===== config.mk =====
export PLATFORM = sky130hd
export DESIGN_NAME = uart_tx_arbiter
export DESIGN_NICKNAME = d
export VERILOG_FILES = /design/src/rtl/uart_tx_arbiter.sv
export SDC_FILE = /design/constraint.sdc
export NUM_CORES = 1
export LEC_CHECK = 0
export BUFFER_PORTS_ARGS = -buffer_cell sky130_fd_sc_hd__buf_2
export CORE_UTILIZATION = 35
export DETAILED_ROUTE_END_ITERATION = 16
export GPL_TIMING_DRIVEN = 0
export PLACE_DENSITY = 0.64
export SLEW_MARGIN = 20
export SYNTH_ARGS = -nofsm -noshare
export SYNTH_HDL_FRONTEND = slang
export SYNTH_SLANG_ARGS = --single-unit

===== constraint.sdc =====
create_clock -name clk -period 2.4 [get_ports clk]
set_input_delay 0.36 -clock clk [delete_from_list [all_inputs] [get_ports clk]]
set_output_delay 0.36 -clock clk [all_outputs]
set_load 0.01 [all_outputs]

===== src/rtl/uart_tx_arbiter.sv =====
// uart_tx_arbiter: shares one UART transmitter among NUM_REQ byte requesters.
// Round-robin grant, locked for the whole message (until req_last), paced by
// the UART's is_transmitting. A locked owner that stalls for LOCK_TIMEOUT idle
// cycles loses its lock.
//
// Ports:
//   clk, rst                 clock, asynchronous active-low reset
//   req_valid/req_byte/...   per-lane valid/ready byte handshake, lane i at [8*i+7:8*i]
//   req_ready                one-hot combinational accept strobe
//   grant                    one-hot current lock owner, 0 when unlocked
//   uart_transmit/tx_byte    UART transmit pulse and held byte
//   uart_is_transmitting     UART frame-in-flight status
//   busy                     not IDLE or lock held
//   lock_abort               one-cycle pulse on lock timeout
module uart_tx_arbiter #(
    parameter int unsigned NUM_REQ      = 3,
    parameter int unsigned LOCK_TIMEOUT = 50000
) (
    input  logic                 clk,
    input  logic                 rst,
    input  logic [NUM_REQ-1:0]   req_valid,
    input  logic [8*NUM_REQ-1:0] req_byte,
    input  logic [NUM_REQ-1:0]   req_last,
    output logic [NUM_REQ-1:0]   req_ready,
    output logic [NUM_REQ-1:0]   grant,
    output logic                 uart_transmit,
    output logic [7:0]           uart_tx_byte,
    input  logic                 uart_is_transmitting,
    output logic                 busy,
    output logic                 lock_abort
);

    localparam int unsigned IDX_W = (NUM_REQ > 2) ? 2 : 1;
    localparam int unsigned CNT_W = 16;
    localparam logic [CNT_W-1:0] STALL_MAX = CNT_W'(LOCK_TIMEOUT - 1);

    typedef enum logic [1:0] {
        IDLE      = 2'd0,
        ISSUE     = 2'd1,
        WAIT_BUSY = 2'd2,
        WAIT_DONE = 2'd3
    } state_t;

    state_t             state;
    state_t             state_d;
    logic [IDX_W-1:0]   rr_ptr;
    logic [IDX_W-1:0]   owner;
    logic [CNT_W-1:0]   stall_cnt;
    logic               last_flag;
    logic               locked;

    logic               accept;
    logic [IDX_W-1:0]   accept_idx;
    logic               abort;
    logic               release_lock;
    logic               stall_inc;
    logic [NUM_REQ-1:0] ready_sel;

    // (base + k) mod NUM_REQ for k < NUM_REQ
    function automatic logic [IDX_W-1:0] wrap_add(input logic [IDX_W-1:0] base,
                                                  input int unsigned k);
        int unsigned s;
        s = 32'(base) + k;
        if (s >= NUM_REQ) begin
            s = s - NUM_REQ;
        end
        return IDX_W'(s);
    endfunction

    assign locked = |grant;
    assign busy   = (state != IDLE) || locked;

    // Ready is forced low while reset is held so no lane sees a false accept.
    assign req_ready = ready_sel & {NUM_REQ{rst}};

    // State register
    always_ff @(posedge clk or negedge rst) begin
        if (!rst) begin
            state <= IDLE;
        end else begin
            state <= state_d;
        end
    end

    // Next state, arbitration and accept/abort/release decisions
    always_comb begin
        state_d      = state;
        accept       = 1'b0;
        accept_idx   = '0;
        abort        = 1'b0;
        release_lock = 1'b0;
        stall_inc    = 1'b0;
        ready_sel    = '0;
        case (state)
            IDLE: begin
                if (locked) begin
                    if (req_valid[owner]) begin
                        // Accept wins over a timeout expiring in the same cycle.
                        if (!uart_is_transmitting) begin
                            accept     = 1'b1;
                            accept_idx = owner;
                        end
                    end else if (stall_cnt == STALL_MAX) begin
                        abort = 1'b1;
                    end else begin
                        stall_inc = 1'b1;
                    end
                end else if (!uart_is_transmitting) begin
                    for (int unsigned k = 0; k < NUM_REQ; k++) begin
                        if (!accept && req_valid[wrap_add(rr_ptr, k)]) begin
                            accept     = 1'b1;
                            accept_idx = wrap_add(rr_ptr, k);
                        end
                    end
                end
                if (accept) begin
                    ready_sel[accept_idx] = 1'b1;
                    state_d               = ISSUE;
                end
            end
            ISSUE: begin
                state_d = WAIT_BUSY;
            end
            WAIT_BUSY: begin
                if (uart_is_transmitting) begin
                    state_d = WAIT_DONE;
                end
            end
            WAIT_DONE: begin
                if (!uart_is_transmitting) begin
                    release_lock = last_flag;
                    state_d      = IDLE;
                end
            end
            default: begin
                state_d = IDLE;
            end
        endcase
    end

    // Registered outputs, lock ownership and round-robin pointer
    always_ff @(posedge clk or negedge rst) begin
        if (!rst) begin
            grant         <= '0;
            owner         <= '0;
            rr_ptr        <= '0;
            stall_cnt     <= '0;
            uart_tx_byte  <= '0;
            last_flag     <= 1'b0;
            uart_transmit <= 1'b0;
            lock_abort    <= 1'b0;
        end else begin
            uart_transmit <= accept;
            lock_abort    <= abort;
            if (accept) begin
                uart_tx_byte <= req_byte[{accept_idx, 3'b000} +: 8];
                last_flag    <= req_last[accept_idx];
                grant        <= NUM_REQ'(1) << accept_idx;
                owner        <= accept_idx;
                stall_cnt    <= '0;
            end else if (abort) begin
                grant     <= '0;
                rr_ptr    <= wrap_add(owner, 1);
                stall_cnt <= '0;
            end else if (stall_inc) begin
                stall_cnt <= stall_cnt + CNT_W'(1);
            end
            if (release_lock) begin
                grant  <= '0;
                rr_ptr <= wrap_add(owner, 1);
            end
        end
    end

endmodule


==> results.json <==
{
  "grt_overflow": 0,
  "syn_nets": 299,
  "synth_edf_count": 0,
  "worstSetupPathType": "reg2out",
  "fillers": 593,
  "start_util": 0.372,
  "die_w_um": 82.2,
  "drive_gt1_frac": 0.363,
  "synth_ff_type": "dfrtp_1",
  "h-tree-depth": 2,
  "setup_violations": 6,
  "ios": 50,
  "synth_top_cell_area_share": 0.400,
  "fin_hold_ws_ns": 0.185,
  "syn_avg_cell_area_um2": 8.73,
  "postPlaceCellArea_um2": 2610,
  "nets": 369,
  "synthDistinctLibCells": 50,
  "required_ns": 2.04,
  "insertion_delay_ns": 0.28,
  "syn_area_um2": 2250,
  "cts_tree": "done",
  "fin_area_um2": 3030,
  "seq_area_um2": 901,
  "fmax_ghz": 0.364,
  "cap_violations": 0,
  "area_growth_pct": 34.6,
  "dieArea_um2": 6760,
  "critPathArrivalTime_ns": 2.39,
  "vdd_drop_max_uv": 708,
  "violations": "setup timing",
  "diodes": 0,
  "clock-sinks": 36,
  "antenna_found_initial": 0,
  "final-max-slew-violation-count": 0,
  "drt-initial-drc-count": 132,
  "ys_warn_count": 0,
  "holdBufCountCts": 0,
  "max_slew_margin": 0.421,
  "vias": 2068,
  "start_kind": "flip-flop",
  "synth_seq_cells": 36,
  "io_buffers": 48,
  "synth_top_area_cell": "dfrtp_1",
  "wl_um": 5590,
  "finalCriticalPeriod_ns": 2.75,
  "hp-class": "in2async",
  "period_share": 1.14,
  "synthArstFlopShare": 1.00,
  "numCtsBuffers": 5,
  "cts-root-buf": "clkbuf_8",
  "multi_input_area_um2": 1380,
  "hpwlAfterDp_um": 3940,
  "postRouteAntennaNets": 0,
  "hold_viol": 0,
  "tightest_slew_ns": 0.868,
  "die_h_um": 82.2,
  "worst_slack_ns": -0.347,
  "grt.total_usage": 0.173,
  "grt_pass1_vias": 1975,
  "viasPerCell": 5.13,
  "cp-end-kind": "primary output",
  "grt_max_degree": 39,
  "clockBufferDepth": 2,
  "power_density_nw_per_um2": 1030,
  "rsz0062_at_grt": "true",
  "gp_congestion": 0.845,
  "clk_pin_slew_ns": 0.07,
  "synth_cells": 258,
  "core_area_um2": 6060,
  "grt_pass1_wl_um": 9020,
  "rows": 28,
  "ys_seq_area_frac": 0.400,
  "p_leak_nw": 1.34,
  "synth.area.top_cells": "dfrtp_1 (40%), nor2_1 (5.8%), a31oi_1 (5.3%), ha_1 (4.4%), nand2_1 (4.2%)",
  "path_max_fanout": 4,
  "fin_worst_skew_ns": 0.00336,
  "dr.pass1.iters": 5,
  "wire_per_inst_um": 13.9,
  "drc_errors": 0,
  "status": "finished with violations"
}
power by group:
| group | internal [mW] | switching (mW) |
|---|---|---|
| sequential | 0.781 | 0.143 |
| combinational | 0.809 | 0.944 |
| clock | 0.256 | 0.204 |
area by class of cell:
class | instances | area share
repair buffers | 65 | 0.128
clock buffers | 7 | 0.0318
flip-flops and latches | 36 | 0.297
plain buffers | 8 | 0.0334
multi-input cells | 192 | 0.454
inverters | 20 | 0.0248
well taps | 75 | 0.0310
final timing paths:
| kind | start | endpoint | slack, ns | depth (start not counted) |
|---|---|---|---|---|
| max in group asynchronous | rst | stall_cnt[12] | 1.66 | 1 |
| min reg2reg | stall_cnt[15] | stall_cnt[15] | 0.54 | 2 |
| min | rst | rr_ptr[1] | 0.19 | 1 |
| min in group clk | req_byte[12] | uart_tx_byte[4] | 0.32 | 3 |
| max reg2reg | rr_ptr[1] | stall_cnt[7] | -0.01 | 10 |
| max | rr_ptr[1] | req_ready[1] | -0.35 | 9 |
cell families after synthesis:
kind of cell / Yosys count / share of synthesized area
compound gates: 67 / 0.195
xor+xnor: 4 / 0.0156
fa+ha+maj: 8 / 0.0444
buf+inv: 30 / 0.0717
flops: 36 / 0.400
mux: 5 / 0.0222
simple gates: 108 / 0.251
per-stage QoR:
stage | total power [mW] | cells | setup slack [ns] | TNS, ns | util
3_3_place_gp | 2.23 | 381 | -0.310 | -0.692 | 0.431
5_1_grt | 3.37 | 403 | -0.448 | -1.69 | 0.500
3_5_place_dp | 2.26 | 381 | -0.348 | -0.766 | 0.431
4_1_cts | 2.84 | 394 | -0.402 | -1.45 | 0.461
6_report | 3.14 | 403 | -0.347 | -0.736 | 0.500
2_1_floorplan | 1.87 | 258 | -0.000997 | -0.000997 | -
timing repair:
item                       in CTS  in global routing
setup buffers                   5                 11
pin swaps                       6                 15
setup endpoints to repair      13                 27
gates cloned                    1                  0
gates resized for setup        11                 37
metal layers:
metal  GRT usage  up-vias  share of wire
met2       0.285       36           0.47
met1       0.235      979           0.49
met4      0.0368        0         0.0061
li1            -     1049              -
met5           0        -              0
met3      0.0308        4          0.031
state kept, by name, indices dropped and copies added (netlist names):
name,cells
stall_cnt,16
uart_tx_byte,8
lock_abort,1
uart_transmit,1
rr_ptr,2
owner,2
state,2
last_flag,1
grant,3
cells in the final DEF (no fill, tap or decap), types with 2 or more instances in the layout:
cell and instances:
or3_1 5, inv_2 2, clkbuf_8 8, nor2b_1 3, dfrtp_1 36, nor2_2 2
buf_6 8, nand2b_1 4, o21ai_1 2, a31oi_1 19, mux2i_1 4, buf_4 12
nor3_2 6, a21oi_2 4, xnor2_1 2, a21oi_4 2, a21oi_1 10, buf_8 2
nand2_1 24, nand4_1 2, o21ai_0 12, a211oi_4 2, nor3_1 4, nand3b_1 3
nor4bb_1 2, buf_2 49, ha_1 6, nand3_1 5, and2_4 2, xor2_1 2
nor2_1 33, inv_1 18
worst max-delay path, cell delays in order (launching register included):
cell,delay (ns)
dfrtp_1,0.43
ha_4,0.26
buf_6,0.12
and3_4,0.15
o31a_1,0.29
a211oi_4,0.29
and2_4,0.20
nand2_4,0.05
nor3_4,0.17
buf_2,0.14
synth_stat cells (all sizes together), types with 2 or more instances:
library cell and number:
ha 8, o211a 2, nor4b 2, nor2b 4, a21oi 16, a211oi 3, nand4 3, and2 3
o21ai 16, mux2i 5, a31oi 19, and3 2, nand2b 4, nor3 11, dfrtp 36, nand3b 3
nor2 35, nand3 5, buf 8, clkbuf 2, nor4bb 2, nand2 25, xnor2 2, inv 20
or3 5, xor2 2
(Power assumes the default switching activity.)
